## config.mk

```make
export PLATFORM = sky130hd
export DESIGN_NAME = task_scheduler
export DESIGN_NICKNAME = d
export VERILOG_FILES = /design/src/rtl/task_scheduler.sv
export SDC_FILE = /design/constraint.sdc
export NUM_CORES = 1
export LEC_CHECK = 0
export CORE_ASPECT_RATIO = 1.4
export CORE_MARGIN = 2
export CORE_UTILIZATION = 30
export DETAILED_ROUTE_END_ITERATION = 8
export PLACE_DENSITY = 0.88
export SLEW_MARGIN = 20
export SYNTH_ARGS = -nofsm -noshare
export SYNTH_HDL_FRONTEND = slang
export SYNTH_HIERARCHICAL = 1
export SYNTH_SLANG_ARGS = --single-unit
```

## constraint.sdc

```tcl
create_clock -name clock -period 5.4 [get_ports clock]
set_clock_uncertainty 0.15 [all_clocks]
set_input_delay 1.35 -clock clock [delete_from_list [all_inputs] [get_ports clock]]
set_output_delay 1.35 -clock clock [all_outputs]
set_load 0.1 [all_outputs]
```

## src/rtl/task_scheduler.sv

```systemverilog
// task_scheduler: runs masked node task blocks in index order and grants the shared
// 2048-word data-memory port to the active task. Optional watchdog: TASK_SCHED_WATCHDOG_EN.

// Per-slot decode: en/start pulses and the gated memory request of one task.
module task_scheduler_slot (
    input  logic        sel,
    input  logic        arm_st,
    input  logic        start_st,
    input  logic        grant_on,
    input  logic [10:0] req_addr,
    input  logic        req_wr_en,
    input  logic [15:0] req_wdata,
    output logic        en,
    output logic        start,
    output logic [10:0] gnt_addr,
    output logic        gnt_wr_en,
    output logic [15:0] gnt_wdata
);
    logic gnt;

    assign gnt       = sel & grant_on;
    assign en        = sel & arm_st;
    assign start     = sel & start_st;
    assign gnt_addr  = gnt ? req_addr : 11'd0;
    assign gnt_wr_en = gnt & req_wr_en;
    assign gnt_wdata = gnt ? req_wdata : 16'd0;
endmodule

module task_scheduler #(
    parameter int NUM_TASKS   = 4,
    parameter int IDX_WIDTH   = 3,
    parameter int WDOG_CYCLES = 1024
) (
    input  logic                    clock,
    input  logic                    nrst,
    input  logic                    run,
    input  logic [NUM_TASKS-1:0]    task_mask,
    output logic                    busy,
    output logic                    sched_done,
    output logic [IDX_WIDTH-1:0]    cur_task,
    output logic [NUM_TASKS-1:0]    task_err,
    output logic [NUM_TASKS-1:0]    task_en,
    output logic [NUM_TASKS-1:0]    task_start,
    input  logic [NUM_TASKS-1:0]    task_done,
    input  logic [11*NUM_TASKS-1:0] task_addr,
    input  logic [NUM_TASKS-1:0]    task_wr_en,
    input  logic [16*NUM_TASKS-1:0] task_wdata,
    output logic [15:0]             task_rdata,
    output logic [10:0]             mem_address,
    output logic                    mem_wr_en,
    output logic [15:0]             mem_wdata,
    input  logic [15:0]             mem_rdata
);
    typedef enum logic [2:0] {
        S_IDLE,
        S_SELECT,
        S_ARM,
        S_START,
        S_WAIT,
        S_FINISH
    } state_t;

    localparam logic [IDX_WIDTH-1:0] LAST_TASK = IDX_WIDTH'(NUM_TASKS - 1);

    state_t               state_q, state_d;
    logic [IDX_WIDTH-1:0] cur_task_q, cur_task_d;
    logic                 sched_done_q, sched_done_d;
    logic                 cur_mask, cur_done, timeout, advance, grant_on;

    logic [NUM_TASKS-1:0][10:0] gnt_addr;
    logic [NUM_TASKS-1:0]       gnt_wr_en;
    logic [NUM_TASKS-1:0][15:0] gnt_wdata;

    always_comb begin
        cur_mask = 1'b0;
        cur_done = 1'b0;
        for (int i = 0; i < NUM_TASKS; i++) begin
            if (cur_task_q == IDX_WIDTH'(i)) begin
                cur_mask = task_mask[i];
                cur_done = task_done[i];
            end
        end
    end

`ifdef TASK_SCHED_WATCHDOG_EN
    localparam logic [15:0] WDOG_LAST = 16'(WDOG_CYCLES - 1);

    logic [15:0]          wdog_q, wdog_d;
    logic [NUM_TASKS-1:0] task_err_q, task_err_d;

    // Counter sits at zero outside WAIT, so it is cleared on every WAIT entry.
    assign timeout = (state_q == S_WAIT) && !cur_done && (wdog_q == WDOG_LAST);

    always_comb begin
        wdog_d     = (state_q == S_WAIT) ? wdog_q + 16'd1 : 16'd0;
        task_err_d = task_err_q;
        if (state_q == S_IDLE && run) begin
            task_err_d = '0;
        end
        for (int i = 0; i < NUM_TASKS; i++) begin
            if (timeout && cur_task_q == IDX_WIDTH'(i)) begin
                task_err_d[i] = 1'b1;
            end
        end
    end

    assign task_err = task_err_q;
`else
    logic [31:0] wdog_unused;

    assign wdog_unused = WDOG_CYCLES;
    assign timeout     = 1'b0;
    assign task_err    = '0;
`endif

    assign advance = (state_q == S_WAIT) && (cur_done || timeout);

    always_comb begin
        state_d      = state_q;
        cur_task_d   = cur_task_q;
        sched_done_d = sched_done_q;
        case (state_q)
            S_IDLE: begin
                if (run) begin
                    state_d      = S_SELECT;
                    cur_task_d   = '0;
                    sched_done_d = 1'b0;
                end
            end
            S_SELECT: begin
                if (cur_mask) begin
                    state_d = S_ARM;
                end else if (cur_task_q == LAST_TASK) begin
                    state_d = S_FINISH;
                end else begin
                    cur_task_d = cur_task_q + 1'b1;
                end
            end
            S_ARM:   state_d = S_START;
            S_START: state_d = S_WAIT;
            S_WAIT: begin
                if (advance) begin
                    if (cur_task_q == LAST_TASK) begin
                        state_d = S_FINISH;
                    end else begin
                        state_d    = S_SELECT;
                        cur_task_d = cur_task_q + 1'b1;
                    end
                end
            end
            S_FINISH: begin
                state_d      = S_IDLE;
                sched_done_d = 1'b1;
            end
            default: state_d = S_IDLE;
        endcase
    end

    always_ff @(posedge clock) begin
        if (!nrst) begin
            state_q      <= S_IDLE;
            cur_task_q   <= '0;
            sched_done_q <= 1'b0;
`ifdef TASK_SCHED_WATCHDOG_EN
            wdog_q       <= '0;
            task_err_q   <= '0;
`endif
        end else begin
            state_q      <= state_d;
            cur_task_q   <= cur_task_d;
            sched_done_q <= sched_done_d;
`ifdef TASK_SCHED_WATCHDOG_EN
            wdog_q       <= wdog_d;
            task_err_q   <= task_err_d;
`endif
        end
    end

    // Grant is gated by nrst too so it drops in the same cycle reset is asserted.
    assign grant_on = nrst && ((state_q == S_ARM) || (state_q == S_START) || (state_q == S_WAIT));

    for (genvar i = 0; i < NUM_TASKS; i++) begin : g_slot
        task_scheduler_slot u_slot (
            .sel       (cur_task_q == IDX_WIDTH'(i)),
            .arm_st    (state_q == S_ARM),
            .start_st  (state_q == S_START),
            .grant_on  (grant_on),
            .req_addr  (task_addr[i*11 +: 11]),
            .req_wr_en (task_wr_en[i]),
            .req_wdata (task_wdata[i*16 +: 16]),
            .en        (task_en[i]),
            .start     (task_start[i]),
            .gnt_addr  (gnt_addr[i]),
            .gnt_wr_en (gnt_wr_en[i]),
            .gnt_wdata (gnt_wdata[i])
        );
    end

    // At most one slot is granted, so OR-ing the gated requests forms the mux.
    always_comb begin
        mem_address = '0;
        mem_wdata   = '0;
        for (int i = 0; i < NUM_TASKS; i++) begin
            mem_address = mem_address | gnt_addr[i];
            mem_wdata   = mem_wdata | gnt_wdata[i];
        end
    end

    assign mem_wr_en  = |gnt_wr_en;
    assign task_rdata = mem_rdata;
    assign busy       = (state_q == S_SELECT) || (state_q == S_ARM) ||
                        (state_q == S_START) || (state_q == S_WAIT);
    assign sched_done = sched_done_q;
    assign cur_task   = cur_task_q;
endmodule

```

==> reports/results.ini, run 1 <==
[outcome]
status = finished, final reports clean

[pwr]
power_uw = 1140
swShare = 0.585
seqPwrFrac = 0.083
power_density_nw_per_um2 = 307
internal-power_uw = 474
comb_power_share = 0.852
peakVddDrop_mv = 0.259
p_leak_uw = 0.00198
p_sw_uw = 670
clkPwrFrac = 0.065

[setup_path]
cp-endpoint = mem_wdata[14]
slowest_delay_ns = 0.57
startpoint = nrst
cp-end-kind = primary output
worstRegToRegCells = 8
crit_type = in2out
cp.arrival_ns = 3.20
slowest_stage = or4_1
crit_chain = clkdlybuf4s50_1 -> a21boi_4 -> buf_4 -> and3_2 -> or4_1 -> buf_12
r2r-end = cur_task[0]
r2r_start = cur_task[2]
worstPathRequired_ns = 3.90
worst-path-max-fanout = 24
crit_path_start_kind = input pin
rrSetupSlack_ns = 3.16

[detailed_routing]
remaining_drc_errors = 0
top_layer = met4
dr_wl_met2_um = 4120
met1_length_um = 2970
ant_nets = 0
wl_per_cell_um = 16.9
wirelength_um = 7960
vias = 2507
vias_per_cell = 5.32
dr_wl_met3_um = 601
drt-initial-drc-count = 72
dr.pass1.iters = 4

[floorplan]
rows = 34
dieArea_um2 = 7050
start_util = 0.309
fp.dieH_um = 98.6
core_um2 = 6210
die_width_um = 71.6
num_io_pins = 200

[sta]
fin_ws_ns = 0.702
worst_pin_slew_ns = 1.06
grt_setup_unrepaired = false
slew_headroom = 0.293
hold_violations = 0
timing.fmax_ghz = 0.213
period_minus_slack_ns = 4.70
min_period_over_period = 0.870
tns_ns = 0
setup_viol = 0
timing.final.max_slew_violations = 0

[yosys]
async_flop_share = 0
ys_seq_elements = 7
ys_types = 37
synth_top_flop_cell = dfxtp_1
yosysWarnings = 6
syn_avg_cell_area_um2 = 7.15
syn_area_um2 = 1920
syn_inst = 268
yosysSeqAreaShare = 0.0731
synth_top_area_share = 0.261
synth_top_cell_by_area = and3_1
synth_edf_count = 0
synth_area_leaders = and3_1 (26%), and3_2 (13%), or4_1 (11%)

[clocking]
cts-htree-levels = 1
clock_sinks = 7
clk_latency_ns = 0.23
cts_resized = 0
numCtsBuffers = 3
hold_buffers = 0
cts_tree = built
cts.clk_slew.worst_paths_ns = 0.04
cts_root_buf = clkbuf_8
cts_setup_buffers = 0
cts_buffer_depth = 2

[final_layout]
mostFrequentLayoutCell = clkdlybuf4s50_1
nFillCells = 549
fin_cells = 471
num_antenna_cells = 0
mostFrequentLayoutCells = clkdlybuf4s50_1 (127), and3_1 (80), and3_2 (32), or4_1 (29), buf_12 (29)
syn2layout_area_growth_pct = 94.1
layout.nets = 544
final_util = 0.599
drive_above_1_share = 0.213

[placement]
dp_hpwl_um = 6200
gp_congestion = 0.840
portBuffers = 163
pre_cts_ws_ns = 0.706
dp.cells = 467

[hold_path]
hold_class = reg2reg

[global_route]
antenna_found_initial = 0
gr-total-overflow = 0
grt_pass1_wl_um = 12100
groute.usage.overall = 0.211
grt_max_degree = 38
grt_pass1_vias = 2526

[job]
maxCapViolations = 0

==> area by class of cell <==
| class | instances | area (µm²) | area share |
|---|---|---|---|
| timing repair buffer | 169 | 1950 | 0.524 |
| multi-input combinational | 212 | 1470 | 0.395 |
| sequential | 7 | 140 | 0.0377 |
| tap | 72 | 90.1 | 0.0242 |
| clock buffer | 4 | 45.0 | 0.0121 |
| inverter | 7 | 27.5 | 0.00740 |
==> synth_stat cells, types with 2 or more instances <==
cell type,n
and3_1,80
and3_2,32
or4_1,29
buf_4,20
clkbuf_1,12
buf_6,9
nand2_1,9
and2_1,8
nor2_1,8
dfxtp_1,7
inv_1,6
a21oi_1,5
ha_1,5
mux2i_1,4
nand2b_1,4
nor2b_1,4
buf_2,3
o211a_1,2
o21ai_1,2
xnor2_1,2
==> per-layer routing <==
metal | vias up | global-route usage
li1 | 1226 | -
met1 | 1145 | 0.219
met2 | 113 | 0.399
met3 | 23 | 0.0399
met4 | 0 | 0.0958
met5 | - | 0
==> worst max-delay path, delay by kind of cell <==
family,cells,cell delay (ns)
buffers and inverters,3,0.87
AND/OR/NAND/NOR,2,0.76
AO/OA/AOI/OAI,1,0.22
==> power groups by stage <==
stage               Sequential [µW]  Clock [µW]  Combinational, µW
CTS                            93.5        76.6                973
global placement               92.8           0                959
global route                   97.4        80.3               1020
detailed placement             94.2           0                971
floorplan                       107           0                699
finish                         94.6        74.9                974
==> cell families after synthesis <==
family          share of synthesized area
buf+inv                             0.179
simple gates                        0.607
compound gates                     0.0764
other cells                       0.00196
xor+xnor                          0.00914
flops                              0.0731
fa+ha+maj                          0.0326
mux                                0.0209
==> state kept, by name, summed over array words and instances (netlist names) <==
name	flops
sched_done	1
state_q	3
cur_task	3
==> how the worst min path moves through the flow <==
stage	cells after the start	from	slack, ns	end
final	2	cur_task[1]	0.37	cur_task[1]
after global routing	2	cur_task[0]	0.41	cur_task[0]
after CTS	2	cur_task[1]	0.39	cur_task[1]
after detailed placement	2	cur_task[1]	0.38	cur_task[1]
after global placement	2	cur_task[1]	0.35	cur_task[1]
after floorplan	2	state_q[1]	0.44	state_q[2]
==> through the flow <==
step                hold slack (ns)  instance area, µm²
finish                        0.373                3720
global placement              0.355                3670
global route                  0.407                3720
floorplan                     0.438                1930
CTS                           0.386                3720
detailed placement            0.381                3670
No activity file was read; power rests on OpenSTA's default activity.
==> run 2, diff against run 1 <==
CORE_MARGIN = 4   (was 2)
==> run 2 against run 1 <==
- critical path depth unchanged
- die area grew 9.9%
- via count is 2.1% lower
- register-to-register slack worse by 0.20 ns
- first-iteration DRC count shrank 13%
- sequential share of layout area hardly changed
- worst setup slack lost 0.11 ns
- critical endpoint is now mem_wr_en
- largest cell class unchanged
==> reports/results.ini, run 2 (synthesized netlist as in run 1, its figures left out) <==
[clocking]
cts.clk_slew.worst_paths_ns = 0.04
clk_latency_ns = 0.23
cts_buffer_depth = 2
cts_setup_buffers = 0
clock_sinks = 7
numCtsBuffers = 3
cts-htree-levels = 1
hold_buffers = 0
cts_resized = 0
cts_root_buf = clkbuf_8
cts_tree = built

[floorplan]
dieArea_um2 = 7750
fp.dieH_um = 103
start_util = 0.309
rows = 34
die_width_um = 75.6
core_um2 = 6210
num_io_pins = 200

[global_route]
grtUsageMet2 = 0.385
groute.usage.overall = 0.191
busiest_layer = met2
grt_max_degree = 70
gr-usage-met3 = 0.0361
use_met1 = 0.187
antenna_found_initial = 0
grt_pass1_wl_um = 11500
grt_pass1_vias = 2339
gr-total-overflow = 0

[setup_path]
rrSetupSlack_ns = 2.96
cp-end-kind = primary output
worst-path-max-fanout = 44
crit_type = in2out
cp.arrival_ns = 3.31
worstPathRequired_ns = 3.90
crit_path_start_kind = input pin

[pwr]
clkPwrFrac = 0.065
comb_power_share = 0.851
swShare = 0.586
peakVddDrop_mv = 0.249
internal-power_uw = 472
seqPwrFrac = 0.083
power_density_nw_per_um2 = 307
p_leak_uw = 0.00197
p_sw_uw = 669

[sta]
grt_setup_unrepaired = false
slew_headroom = 0.335
worst_pin_slew_ns = 0.994
tns_ns = 0
period_minus_slack_ns = 4.81
timing.final.max_slew_violations = 0
setup_viol = 0
min_period_over_period = 0.890
timing.fmax_ghz = 0.208
hold_violations = 0

[final_layout]
mostFrequentLayoutCell = clkdlybuf4s50_1
drive_above_1_share = 0.209
nFillCells = 532
regArea_um2 = 140
mostFrequentLayoutCells = clkdlybuf4s50_1 (127), and3_1 (80), and3_2 (32), or4_1 (29), buf_12 (28)
layout.nets = 542
multi_input_area_um2 = 1470
fin_cells = 469
num_antenna_cells = 0
syn2layout_area_growth_pct = 94.0

[outcome]
status = finished, final reports clean

[detailed_routing]
vias_per_cell = 5.23
vias = 2454
dr.pass1.iters = 4
remaining_drc_errors = 0
wl_per_cell_um = 17.5
ant_nets = 0
wirelength_um = 8190
drt-initial-drc-count = 63

[job]
maxCapViolations = 0

[placement]
portBuffers = 163
gp_congestion = 0.793
dp_hpwl_um = 6390
dp.cells = 464

[hold_path]
hold_class = reg2reg

run 2: worst paths after layout:
path	cells past startpoint	start	end
max	6	nrst	mem_wr_en
min	2	cur_task[1]	cur_task[1]
min reg2reg	2	cur_task[1]	cur_task[1]
max reg2reg	8	cur_task[2]	cur_task[0]
run 2: final cells by class:
type	instances	share of cell area
clock buffer	4	0.0121
inverter	7	0.00740
multi-input combinational	212	0.396
sequential	7	0.0377
tap	72	0.0242
timing repair buffer	167	0.522
run 2: per-layer routing:
metal	vias to the layer above	wire length [µm]
met1	1114	2820
met2	98	4490
met3	20	667
li1	1222	-
met4	0	214
met5	-	0
run 2: power by group through the flow:
| stage | combinational (µW) | clock, µW | sequential (µW) |
|---|---|---|---|
| 3_3_place_gp | 947 | 0 | 93.4 |
| 4_1_cts | 963 | 75.5 | 94.3 |
| 3_5_place_dp | 961 | 0 | 94.9 |
| 5_1_grt | 1020 | 78.5 | 97.9 |
| 2_1_floorplan | 699 | 0 | 107 |
| 6_report | 972 | 74.6 | 95.0 |
run 2: worst max-delay path, stage by stage:
cell and delay, ns:
clkdlybuf4s50_1 0.49, a21boi_4 0.47, buf_4 0.39, and3_2 0.24, or4_1 0.17, buf_12 0.19
run 2: per-stage QoR:
stage	hold slack (ns)	cell area (µm²)	total power [µW]	util	setup slack [ns]
6_report	0.388	3720	1140	0.599	0.593
5_1_grt	0.420	3720	1200	0.599	0.440
4_1_cts	0.383	3680	1130	0.593	0.131
3_5_place_dp	0.375	3640	1060	0.585	0.113
3_3_place_gp	0.362	3640	1040	0.585	0.222
2_1_floorplan	0.438	1930	805	-	0.499
